$ cat src/rtl/dll_ctrl_pkg.sv
// Shared types and constants for the FMDLL lock controller.
package dll_ctrl_pkg;

   localparam logic [9:0] CODE_MID = 10'h200;

   // Signed phase-detector value: +1 lead, 0 no decision, -1 lag
   localparam int unsigned          PD_W    = 2;
   localparam logic signed [PD_W-1:0] PD_UP   = 2'sb01;
   localparam logic signed [PD_W-1:0] PD_NONE = 2'sb00;
   localparam logic signed [PD_W-1:0] PD_DN   = 2'sb11;

   typedef enum logic [2:0] {
      IDLE       = 3'd0,
      SAR_INIT   = 3'd1,
      SAR_SETTLE = 3'd2,
      SAR_STEP   = 3'd3,
      SAR_WAIT   = 3'd4,
      TRK_SETTLE = 3'd5,
      TRK_ACC    = 3'd6,
      TRK_UPD    = 3'd7
   } state_t;

   // Lead-only or lag-only gives a decision; both or neither gives none
   function automatic logic signed [PD_W-1:0] pd_decode(input logic lead, input logic lag);
      logic signed [PD_W-1:0] v;
      v = PD_NONE;
      if (lead && !lag)      v = PD_UP;
      else if (lag && !lead) v = PD_DN;
      return v;
   endfunction

endpackage

$ cat src/rtl/dll_trk_filter.sv
// Tracking filter: PD accumulator, up/down decision, quiet/run lock bookkeeping.
// step_up/step_dn/quiet/lost are combinational and only meaningful while upd=1.
module dll_trk_filter
   import dll_ctrl_pkg::*;
#(
   parameter int unsigned TRACK_AVG  = 8,
   parameter int unsigned LOCK_CNT   = 3,
   parameter int unsigned UNLOCK_RUN = 4
) (
   input  logic                   clk,
   input  logic                   rst_n,
   input  logic                   clr,
   input  logic                   acc_en,
   input  logic                   upd,
   input  logic                   frz,
   input  logic signed [PD_W-1:0] pd,
   input  logic                   at_max,
   input  logic                   at_min,
   output logic                   step_up,
   output logic                   step_dn,
   output logic                   quiet,
   output logic                   lost
);

   localparam int unsigned ACC_W  = $clog2(TRACK_AVG) + 2;
   localparam int unsigned QCNT_W = $clog2(LOCK_CNT + 1);
   localparam int unsigned RCNT_W = $clog2(UNLOCK_RUN + 1);
   localparam logic signed [ACC_W-1:0] THR = ACC_W'(TRACK_AVG / 2);

   logic signed [ACC_W-1:0] acc;
   logic [QCNT_W-1:0]       qcnt, qcnt_nx;
   logic [RCNT_W-1:0]       rcnt, rcnt_nx;
   logic                    last_up, last_dn;
   logic                    live, up_req, dn_req, sat, same_dir;

   // Decision and counter next values; a step with no prior step cannot extend a run
   always_comb begin
      live     = upd && !frz;
      up_req   = (acc >= THR);
      dn_req   = (acc <= -THR);
      sat      = (up_req && at_max) || (dn_req && at_min);
      step_up  = live && up_req && !at_max;
      step_dn  = live && dn_req && !at_min;
      same_dir = (step_up && last_up) || (step_dn && last_dn);
      qcnt_nx  = qcnt;
      rcnt_nx  = rcnt;
      if (same_dir) begin
         rcnt_nx = rcnt + RCNT_W'(1);
         qcnt_nx = '0;
      end else begin
         qcnt_nx = (qcnt == QCNT_W'(LOCK_CNT)) ? qcnt : qcnt + QCNT_W'(1);
         rcnt_nx = '0;
      end
      lost  = live && (sat || (same_dir && (rcnt_nx == RCNT_W'(UNLOCK_RUN))));
      quiet = live && !lost && (qcnt_nx == QCNT_W'(LOCK_CNT));
   end

   // Accumulator, counters and last step direction
   always_ff @(posedge clk or negedge rst_n) begin
      if (!rst_n) begin
         acc     <= '0;
         qcnt    <= '0;
         rcnt    <= '0;
         last_up <= 1'b0;
         last_dn <= 1'b0;
      end else if (clr || lost) begin
         acc     <= '0;
         qcnt    <= '0;
         rcnt    <= '0;
         last_up <= 1'b0;
         last_dn <= 1'b0;
      end else begin
         if (frz || upd)  acc <= '0;
         else if (acc_en) acc <= acc + ACC_W'(pd);
         if (live) begin
            qcnt <= qcnt_nx;
            rcnt <= rcnt_nx;
            if (step_up || step_dn) begin
               last_up <= step_up;
               last_dn <= step_dn;
            end
         end
      end
   end

endmodule

$ cat src/rtl/dll_lock_ctrl.sv
// FMDLL lock sequencer: paces the 10-bit SAR search, then runs the filtered
// up/down tracking loop with lock / loss-of-lock detection.
// Optional macro DLL_TRACK_FREEZE_EN adds a 'freeze' input that pauses tracking.
module dll_lock_ctrl
   import dll_ctrl_pkg::*;
#(
   parameter int unsigned CODE_W     = 10,
   parameter int unsigned SETTLE_CYC = 4,
   parameter int unsigned TRACK_AVG  = 8,
   parameter int unsigned LOCK_CNT   = 3,
   parameter int unsigned UNLOCK_RUN = 4
) (
   input  logic              clk4,
   input  logic              rst_n,
   input  logic              enable,
   input  logic              pd_lead,
   input  logic              pd_lag,
   input  logic [CODE_W-1:0] sar_q,
   input  logic [3:0]        sar_count,
`ifdef DLL_TRACK_FREEZE_EN
   input  logic              freeze,
`endif
   output logic              sar_rst_n,
   output logic              sar_step,
   output logic              sar_comp,
   output logic [CODE_W-1:0] dly_code,
   output logic              locked,
   output logic [7:0]        relock_cnt,
   output logic [2:0]        state
);

   localparam int unsigned CNT_MAX = (SETTLE_CYC > TRACK_AVG) ? SETTLE_CYC : TRACK_AVG;
   localparam int unsigned CNT_W   = $clog2(CNT_MAX + 1);

   state_t                 state_q, state_d;
   logic [CNT_W-1:0]       cnt_q, cnt_d;
   logic                   last_q, last_d;
   logic [CODE_W-1:0]      trk_code_q, trk_code_d, dly_code_d;
   logic                   sar_rst_n_d, sar_step_d, sar_comp_d, locked_d;
   logic [7:0]             relock_d;
   logic signed [PD_W-1:0] pd;
   logic                   frz, step_up, step_dn, quiet, lost;

   assign pd    = pd_decode(pd_lead, pd_lag);
   assign state = state_q;

`ifdef DLL_TRACK_FREEZE_EN
   assign frz = freeze && (state_q inside {TRK_SETTLE, TRK_ACC, TRK_UPD});
`else
   assign frz = 1'b0;
`endif

   dll_trk_filter #(
      .TRACK_AVG  (TRACK_AVG),
      .LOCK_CNT   (LOCK_CNT),
      .UNLOCK_RUN (UNLOCK_RUN)
   ) u_filt (
      .clk     (clk4),
      .rst_n   (rst_n),
      .clr     (state_q == IDLE),
      .acc_en  (state_q == TRK_ACC),
      .upd     (state_q == TRK_UPD),
      .frz     (frz),
      .pd      (pd),
      .at_max  (trk_code_q == '1),
      .at_min  (trk_code_q == '0),
      .step_up (step_up),
      .step_dn (step_dn),
      .quiet   (quiet),
      .lost    (lost)
   );

   // Next state plus output values, registered against the state they belong to
   always_comb begin
      state_d    = state_q;
      cnt_d      = cnt_q;
      last_d     = last_q;
      trk_code_d = trk_code_q;
      locked_d   = locked;
      relock_d   = relock_cnt;
      sar_comp_d = sar_comp;
      case (state_q)
         IDLE: if (enable) state_d = SAR_INIT;
         SAR_INIT: begin
            cnt_d   = CNT_W'(SETTLE_CYC);
            state_d = SAR_SETTLE;
         end
         SAR_SETTLE: begin
            cnt_d = cnt_q - CNT_W'(1);
            if (cnt_q == CNT_W'(1)) state_d = SAR_STEP;
         end
         SAR_STEP: begin
            last_d  = (sar_count == 4'd0);
            state_d = SAR_WAIT;
         end
         SAR_WAIT: begin
            cnt_d = CNT_W'(SETTLE_CYC);
            if (last_q) begin
               trk_code_d = sar_q;
               state_d    = TRK_SETTLE;
            end else begin
               state_d = SAR_SETTLE;
            end
         end
         TRK_SETTLE: begin
            cnt_d = cnt_q - CNT_W'(1);
            if (cnt_q == CNT_W'(1)) begin
               cnt_d   = CNT_W'(TRACK_AVG);
               state_d = TRK_ACC;
            end
         end
         TRK_ACC: begin
            cnt_d = cnt_q - CNT_W'(1);
            if (cnt_q == CNT_W'(1)) state_d = TRK_UPD;
         end
         TRK_UPD: begin
            cnt_d   = CNT_W'(SETTLE_CYC);
            state_d = TRK_SETTLE;
            if (step_up)      trk_code_d = trk_code_q + CODE_W'(1);
            else if (step_dn) trk_code_d = trk_code_q - CODE_W'(1);
            if (quiet) locked_d = 1'b1;
            // Loss of lock passes through IDLE for the one-cycle SAR reset
            if (lost) begin
               locked_d = 1'b0;
               relock_d = (relock_cnt == 8'hFF) ? relock_cnt : relock_cnt + 8'd1;
               state_d  = IDLE;
            end
         end
         default: state_d = IDLE;
      endcase
      if (!enable) begin
         state_d  = IDLE;
         locked_d = 1'b0;
      end

      sar_rst_n_d = (state_d != IDLE);
      sar_step_d  = (state_d == SAR_STEP);
      if (sar_step_d && (pd != PD_NONE)) sar_comp_d = (pd == PD_UP);
      case (state_d)
         IDLE:                         dly_code_d = CODE_W'(CODE_MID);
         SAR_SETTLE:                   dly_code_d = sar_q;
         TRK_SETTLE, TRK_ACC, TRK_UPD: dly_code_d = trk_code_d;
         default:                      dly_code_d = dly_code;
      endcase
   end

   // State, counters and registered outputs
   always_ff @(posedge clk4 or negedge rst_n) begin
      if (!rst_n) begin
         state_q    <= IDLE;
         cnt_q      <= '0;
         last_q     <= 1'b0;
         trk_code_q <= '0;
         sar_rst_n  <= 1'b0;
         sar_step   <= 1'b0;
         sar_comp   <= 1'b0;
         dly_code   <= CODE_W'(CODE_MID);
         locked     <= 1'b0;
         relock_cnt <= '0;
      end else begin
         state_q    <= state_d;
         cnt_q      <= cnt_d;
         last_q     <= last_d;
         trk_code_q <= trk_code_d;
         sar_rst_n  <= sar_rst_n_d;
         sar_step   <= sar_step_d;
         sar_comp   <= sar_comp_d;
         dly_code   <= dly_code_d;
         locked     <= locked_d;
         relock_cnt <= relock_d;
      end
   end

endmodule

$ cat config.mk
export PLATFORM = sky130hd
export DESIGN_NAME = dll_lock_ctrl
export DESIGN_NICKNAME = d
export VERILOG_FILES = /design/src/rtl/dll_ctrl_pkg.sv /design/src/rtl/dll_trk_filter.sv /design/src/rtl/dll_lock_ctrl.sv
export SDC_FILE = /design/constraint.sdc
export NUM_CORES = 1
export LEC_CHECK = 0
export CAP_MARGIN = 40
export CORE_ASPECT_RATIO = 0.9
export CORE_UTILIZATION = 60
export DETAILED_ROUTE_END_ITERATION = 7
export PLACE_DENSITY = 0.86
export SETUP_SLACK_MARGIN = 0.1
export SLEW_MARGIN = 0
export SYNTH_ARGS = -nofsm -noshare
export SYNTH_HDL_FRONTEND = slang
export SYNTH_SLANG_ARGS = --single-unit
$ cat constraint.sdc
create_clock -name clk4 -period 3.2 [get_ports clk4]
set_input_delay 0.48 -clock clk4 [delete_from_list [all_inputs] [get_ports clk4]]
set_output_delay 0.48 -clock clk4 [all_outputs]
set_load 0.005 [all_outputs]
==> out/qor.tcl, run 1 <==
set qor(number_of_flops_mapped_to_enable_cells_by_yosys) 0
set qor(worstPathCellList) {ha_1, nand2_1, nor3_1, nor2_2, a22o_1, a21oi_2, o21ba_1, a22o_1}
set qor(status) {completed}
set qor(element_type_at_the_critical_path_start) {flip-flop}
set qor(clkTransAtPathRegs_ns) 0.10
set qor(postRouteWirelength_um) 8500
set qor(clock-skew-final_ns) 0.00569
set qor(timing.setup.critical_path_class) {flip-flop to flip-flop}
set qor(timing.final.crit_period_ns) 2.81
set qor(drt_first_iter_violations) 406
set qor(nets) 448
set qor(synth.lib_cells_used.distinct) 73
set qor(grt_first_pass_wirelength_um) 14100
set qor(worst_ir_drop_vdd_v) 0.000333
set qor(via_count_of_the_routed_design) 3156
set qor(worstRegToRegCells) 8
set qor(die_area_mm2) 0.00603
set qor(post-layout-total-power_uw) 2050
set qor(groute.layer.met1.usage_pct) 43.1
set qor(post-synth-top-area-cell) {sky130_fd_sc_hd__dfrtp_1}
set qor(rrSetupSlack_ns) 0.39
set qor(buffer_ports.inserted) 43
set qor(syn_avg_cell_area_um2) 9.08
set qor(tritoncts.num_buffers) 5
set qor(power.net_switching_uw) 809
set qor(report.final.setup_viol) 0
set qor(timing.critical_path.buf_inv) 0
set qor(power.share.combinational_pct) 36.7
set qor(clock_power_share_pct) 19.6
set qor(max_freq_ghz) 0.355
set qor(timing.hold.ws_ns) 0.476
set qor(cell_row_count) 25
set qor(post_cts_resized) 0
set qor(mappedNetlistNets) 411
set qor(cp_most_frequent_cell) {sky130_fd_sc_hd__a22o_1}
set qor(netSwitchingFraction_pct) 39.4
set qor(globalRoute.totalOverflow) 0
set qor(timing.max_slew.rel_slack_pct) 47.3
set qor(crit_fanout) 10
set qor(yosys_warning_count) 0
set qor(worstHoldPathType) {primary input to asynchronous set/reset pin}
set qor(io_pins) 44
set qor(initial_antenna_violation_count) 0
set qor(ys_async_sr_fraction_pct) 100
set qor(area_of_the_core_region_mm2) 0.00538
set qor(power_density_mw_per_mm2) 512
set qor(critical-path-top-delay-family) {compound AO/OA/AOI/OAI gates}
set qor(postSynth.topFlopCell) {sky130_fd_sc_hd__dfrtp_1}
set qor(vias_in_the_first_global_route) 2955
set qor(grt_usage_pct) 30.7
set qor(cts-root-to-sink-buffers) 2
set qor(placedCellCount) 474
set qor(drc) 0
set qor(mappedNetlistArea_mm2) 0.00343
set qor(worst_path_largest_cell_delay_ns) 0.48
set qor(synthToLayoutAreaGrowth_pct) 17.0
set qor(initial_core_util_pct) 63.8
set qor(setup-tns-final_ns) 0
set qor(grt_setup_unrepaired) {false}
set qor(ys_seq_elements) 52
set qor(grt.met3_usage_pct) 5.47
set qor(tightestPinTransition_ns) 0.786
set qor(place_hpwl_um) 5750
set qor(hold_violations) 0
set qor(die_height_um) 73.8
set qor(layout.cells.non_filler) 483
set qor(cp_slowest_cell) {sky130_fd_sc_hd__dfrtp_1}
set qor(synth.top_cells.by_area) {sky130_fd_sc_hd__dfrtp_1 (37%), sky130_fd_sc_hd__ha_1 (4.7%), sky130_fd_sc_hd__nand2_1 (3.9%)}
set qor(seq_power_share_pct) 43.7
set qor(cts.htree.levels) 2
set qor(yosysTopAreaCellShare_pct) 37.2
set qor(final-max-slew-violation-count) 0
set qor(global_route.peak_usage_layer) {met2}
set qor(internal_power_uw) 1250
set qor(max_cap_viol_count) 0
set qor(r2r_start) {trk_code_q[1]}
set qor(route.detailed.vias_per_inst) 6.53
set qor(clock-root-buffer) {sky130_fd_sc_hd__clkbuf_8}
set qor(die_w_um) 81.7
set qor(antenna_cells) 0
set qor(antenna_left) 0
set qor(r2r-end) {dly_code[9]}
set qor(routabilityCongestion) 0.951
set qor(worst_setup_ep_type) {flip-flop}
set qor(post_synthesis_cells) 378
set qor(number_of_sinks_on_the_clock_net) 52
set qor(clock_tree_from_tritoncts) {built}
set qor(wl_per_cell_um) 17.6
set qor(drive_above_1_share_pct) 9.13
set qor(drt_pass1_iterations) 5
set qor(worstSkewPairLatency_ns) 0.32
set qor(min_period_over_period_pct) 87.9
set qor(use_met2_pct) 47.3
set qor(grt_start_max_net_pins) 43
set qor(timing.critical_path.arrival_ns) 3.08
set qor(leak_pwr_uw) 0.00175
set qor(synth-seq-area-share_pct) 38.0
set qor(worst_ep_required_time_ns) 3.46
==> per-stage QoR <==
step | util, % | cell area [um2] | worst slack, ns
after floorplan | - | 3430 | 0.843
after global placement | 72.3 | 3890 | 0.291
after detailed placement | 72.7 | 3910 | 0.234
after CTS | 74.6 | 4010 | 0.463
after global routing | 74.6 | 4010 | 0.192
final | 74.6 | 4010 | 0.387
==> how the worst max path moves through the flow <==
stage / from / to / cells after the start
3_5_place_dp: pd_lead / u_filt.acc[4] / 13
6_report: trk_code_q[1] / dly_code[9] / 8
4_1_cts: trk_code_q[1] / dly_code[9] / 8
5_1_grt: trk_code_q[1] / dly_code[9] / 8
3_3_place_gp: pd_lead / u_filt.acc[4] / 13
2_1_floorplan: pd_lead / u_filt.acc[4] / 12
==> power by group through the flow <==
stage / sequential [uW] / combinational (uW) / clock (uW)
final: 897 / 754 / 403
after global placement: 899 / 717 / 0
after floorplan: 855 / 531 / 0
after CTS: 893 / 746 / 415
after global routing: 913 / 843 / 437
after detailed placement: 906 / 738 / 0
==> layout by cell type, fill, tap and decap left out, drive strengths merged, types with 3 or more instances in the layout <==
cell type / instances
and2: 3
o21a: 3
a22oi: 12
o211ai: 7
clkdlybuf4s50: 42
a31oi: 7
xor2: 8
nor4: 3
nand2b: 3
nand2: 37
a21oi: 22
a21o: 12
clkbuf: 5
nor2b: 6
a22o: 15
nor3: 8
nor2: 32
o22ai: 3
xnor2: 8
dfrtp: 51
buf: 8
nor3b: 3
ha: 13
mux2: 4
inv: 21
nand3: 5
a32oi: 3
nand4: 5
o21ai: 22
and3: 6
a211oi: 4
o311ai: 4
==> sequential cells by signal (all words and copies together), names as in the netlist <==
name	count
relock_cnt	8
sar_rst_n	1
locked	1
last_q	1
u_filt.acc	5
sar_comp	1
cnt_q	4
u_filt.last_up	1
dly_code	10
state	3
sar_step	1
u_filt.last_dn	1
trk_code_q	10
u_filt.rcnt	3
u_filt.qcnt	2
==> worst reg2reg max path, delay by kind of cell, from the launching register on <==
family	cells	cell delay (ns)
adder cells (fa/ha/maj)	1	0.30
AND/OR/NAND/NOR	3	0.73
flip-flops	1	0.48
AO/OA/AOI/OAI	4	1.25
==> layer usage <==
metal / share of wire (%) / up-vias
met5: 0 / -
met4: 2.4 / 0
met3: 7.0 / 23
met2: 46 / 155
met1: 45 / 1515
li1: - / 1463
==> cells by family after synthesis <==
family,synth area share (%)
buffers and inverters,4.88
and+or+nand+nor,18.3
adders and majority gates,5.32
DFF,38.0
xor gates and xnor gates,4.30
muxes,1.97
AOI/OAI and AO/OA,27.3
==> area by class of cell <==
cell class	count	area (um2)
Tap cell	67	83.8
Clock inverter	3	25.0
Inverter	19	71.3
Sequential cell	52	1300
Timing Repair Buffer	51	500
Multi-Input combinational cell	286	1960
Fill cell	384	1370
Clock buffer	5	68.8
==> Yosys cell counts (all sizes together), types with 3 or more instances <==
cell type  instances
a22o              15
a211oi             4
and3               6
xnor2              8
o22ai              3
a21o              12
inv               19
a32oi              3
a21oi             22
o21a               3
nand3              5
nor3b              3
ha                13
o311ai             4
nand4              5
nor3               8
nor2b              6
nand2b             3
a22oi             12
xor2               8
mux2               4
nand2             37
o21ai             22
dfrtp             51
and2               3
a31oi              7
nor2              32
o211ai             7
clkbuf             9
nor4               3
buf               12
==> timing repair <==
item,4_1_cts,5_1_grt
buffers inserted,0,0
endpoints found under the setup margin,0,0
hold buffers,1,0
endpoints found under the hold margin,1,0
Power figures use the tool's default switching activity.
==> run 2, diff against run 1 <==
Settings changed: CORE_UTILIZATION 60 to 40, PLACE_DENSITY 0.86 to not set.
==> out/qor.tcl, run 2 (synthesis gave the netlist of run 1 again) <==
set qor(report.final.setup_viol) 0 ;# unchanged
set qor(cts.hold.buffers_added) 0 ;# -1
set qor(cts-root-to-sink-buffers) 2 ;# unchanged
set qor(dpl-instance-area_mm2) 0.00397 ;# +1.6%
set qor(postRouteWirelength_um) 8910 ;# +4.9%
set qor(drt_first_iter_violations) 203 ;# -50%
set qor(max_freq_ghz) 0.377 ;# +6.0%
set qor(finish.utilization_pct) 49.7 ;# -25 points
set qor(initial_antenna_violation_count) 0 ;# unchanged
set qor(worstSetupStartpoint) {pd_lead}
set qor(clock_tree_from_tritoncts) {built}
set qor(place_hpwl_um) 6270 ;# +8.9%
set qor(route.detailed.vias_per_inst) 5.77 ;# -12%
set qor(timing.critical_path.arrival_ns) 2.87 ;# -0.21 ns
set qor(vias_in_the_first_global_route) 2885 ;# -2.4%
set qor(grt_usage_pct) 21.2 ;# -9.6 points
set qor(grt_first_pass_wirelength_um) 15100 ;# +6.9%
set qor(max_cap_viol_count) 0 ;# unchanged
set qor(biggestRegsByFlops) {dly_code x10, trk_code_q x10, relock_cnt x8}
set qor(timing.setup.critical_path_class) {primary input to flip-flop}
set qor(cts.htree.levels) 2 ;# unchanged
set qor(post_cts_resized) 0 ;# unchanged
set qor(clock-skew-final_ns) 0.0131 ;# +0.00739 ns
set qor(status) {completed}
set qor(clock-root-buffer) {sky130_fd_sc_hd__clkbuf_8}
set qor(hold_violations) 0 ;# unchanged
set qor(antenna_left) 0 ;# unchanged
set qor(tritoncts.num_buffers) 5 ;# unchanged
set qor(routabilityCongestion) 0.932 ;# -2.1%
set qor(cell_row_count) 31 ;# +24%
set qor(worst_setup_ep_type) {flip-flop}
set qor(via_count_of_the_routed_design) 3072 ;# -2.7%
set qor(layout_commonest_cell) {sky130_fd_sc_hd__dfrtp_1}
set qor(cp_slowest_cell) {sky130_fd_sc_hd__clkdlybuf4s50_1}
set qor(area_of_the_core_region_mm2) 0.00818 ;# +52%
set qor(drc) 0 ;# unchanged
set qor(worst_ep_required_time_ns) 3.41 ;# -0.05 ns
set qor(synthToLayoutAreaGrowth_pct) 18.5
set qor(die_w_um) 99.6 ;# +22%
set qor(number_of_sinks_on_the_clock_net) 52 ;# unchanged
set qor(drt_pass1_iterations) 5 ;# unchanged
set qor(setup_buffers_after_cts) 0 ;# unchanged
set qor(nets) 449 ;# +0.22%
set qor(setup-tns-final_ns) 0 ;# unchanged
set qor(worst_ir_drop_vdd_v) 0.000249 ;# -25%
set qor(crit_fanout) 2 ;# -8
set qor(element_type_at_the_critical_path_start) {primary input}
set qor(worstPathCellList) {clkdlybuf4s50_1, inv_1, ha_1, inv_1, ha_1, fa_1, a21o_1, a21oi_1, xnor2_1, o21ai_0, nand2_1, o21ai_0, a22o_1}
set qor(leak_pwr_uw) 0.00175 ;# about the same
set qor(globalRoute.totalOverflow) 0 ;# unchanged
set qor(worstHoldPathType) {primary input to asynchronous set/reset pin}
set qor(final_cell_area_mm2) 0.00407 ;# +1.3%
set qor(drive_above_1_share_pct) 9.59 ;# +0.46 points
set qor(die_height_um) 89.9 ;# +22%
set qor(post-layout-total-power_uw) 2070 ;# +0.80%
set qor(io_pins) 44 ;# unchanged
set qor(worstSkewPairLatency_ns) 0.31 ;# about the same
set qor(timing.hold.ws_ns) 0.135 ;# -0.341 ns
set qor(timing.final.crit_period_ns) 2.65 ;# -0.160 ns
set qor(commonest_cells_after_routing_fill_and_taps_aside) {sky130_fd_sc_hd__dfrtp_1 (51), sky130_fd_sc_hd__clkdlybuf4s50_1 (42), sky130_fd_sc_hd__nand2_1 (36)}
set qor(final-max-slew-violation-count) 0 ;# unchanged
set qor(grt_start_max_net_pins) 43 ;# unchanged
set qor(wl_per_cell_um) 16.8 ;# -4.8%
set qor(tightestPinTransition_ns) 0.704 ;# -0.0812 ns
set qor(antenna_cells) 0 ;# unchanged
set qor(worst_path_largest_cell_delay_ns) 0.48 ;# about the same
set qor(buffer_ports.inserted) 43 ;# unchanged
set qor(clkTransAtPathRegs_ns) 0.11 ;# about the same
set qor(timing.max_slew.rel_slack_pct) 52.7 ;# +5.5 points
set qor(min_period_over_period_pct) 82.9 ;# -5.0 points
set qor(die_area_mm2) 0.00896 ;# +49%
set qor(r2r_start) {trk_code_q[1]}
set qor(power_density_mw_per_mm2) 509 ;# -0.54%
set qor(initial_core_util_pct) 41.9 ;# -22 points
set qor(grt_setup_unrepaired) {false}
run 2: changes by cell type in the layout (fill, tap and decap cells not counted):
cell and delta:
sky130_fd_sc_hd__clkinvlp_4 +1, sky130_fd_sc_hd__inv_8 +1, sky130_fd_sc_hd__dlygate4sd3_1 -1, sky130_fd_sc_hd__buf_4 +3, sky130_fd_sc_hd__inv_6 -2, sky130_fd_sc_hd__buf_12 -1
run 2: critical path, delay by kind of cell:
kind	cells	cell delay, ns
AOI/OAI and AO/OA	5	0.69
xor gates and xnor gates	1	0.15
adders and majority gates	3	0.89
buffers and inverters	3	0.58
and+or+nand+nor	1	0.08
run 2: per-stage QoR:
| stage | instances | setup WS, ns |
|---|---|---|
| finish | 532 | 0.547 |
| floorplan | 378 | 0.843 |
| CTS | 532 | 0.549 |
| global route | 532 | 0.388 |
| detailed placement | 524 | 0.210 |
| global placement | 524 | 0.284 |
run 2: per-layer routing:
metal  routed length [um]  up-vias  GRT usage [%]
met2                 3860      105           30.6
met4                  153        0           5.27
li1                     -     1472              -
met5                    0        -              0
met3                  585       11           3.58
met1                 4320     1484           32.5
run 2: final timing paths:
kind,depth (start not counted),end,slack (ns)
worst max-delay path,13,u_filt.acc[4],0.55
worst min-delay path,1,u_filt.acc[3],0.13
worst max register to register,8,relock_cnt[4],0.68
worst min register to register,1,relock_cnt[6],0.50
max in group asynchronous,2,state[0],2.41
min in group clk4,1,relock_cnt[6],0.50
run 2: power by group:
group	switching (uW)	leakage, uW	internal [uW]
registers	143	0.000661	756
clock network	249	0.0000423	160
logic	429	0.00105	333
total	821	0.00175	1250
run 2: area by class of cell:
type                    instances  area [um2]
repair buffers                 52         493
multi-input cells             286        1960
clock buffers                   5        68.8
clock inverters                 3        26.3
flip-flops and latches         52        1300
inverters                      19        71.3
fillers                       780        4120
well taps                     115         144
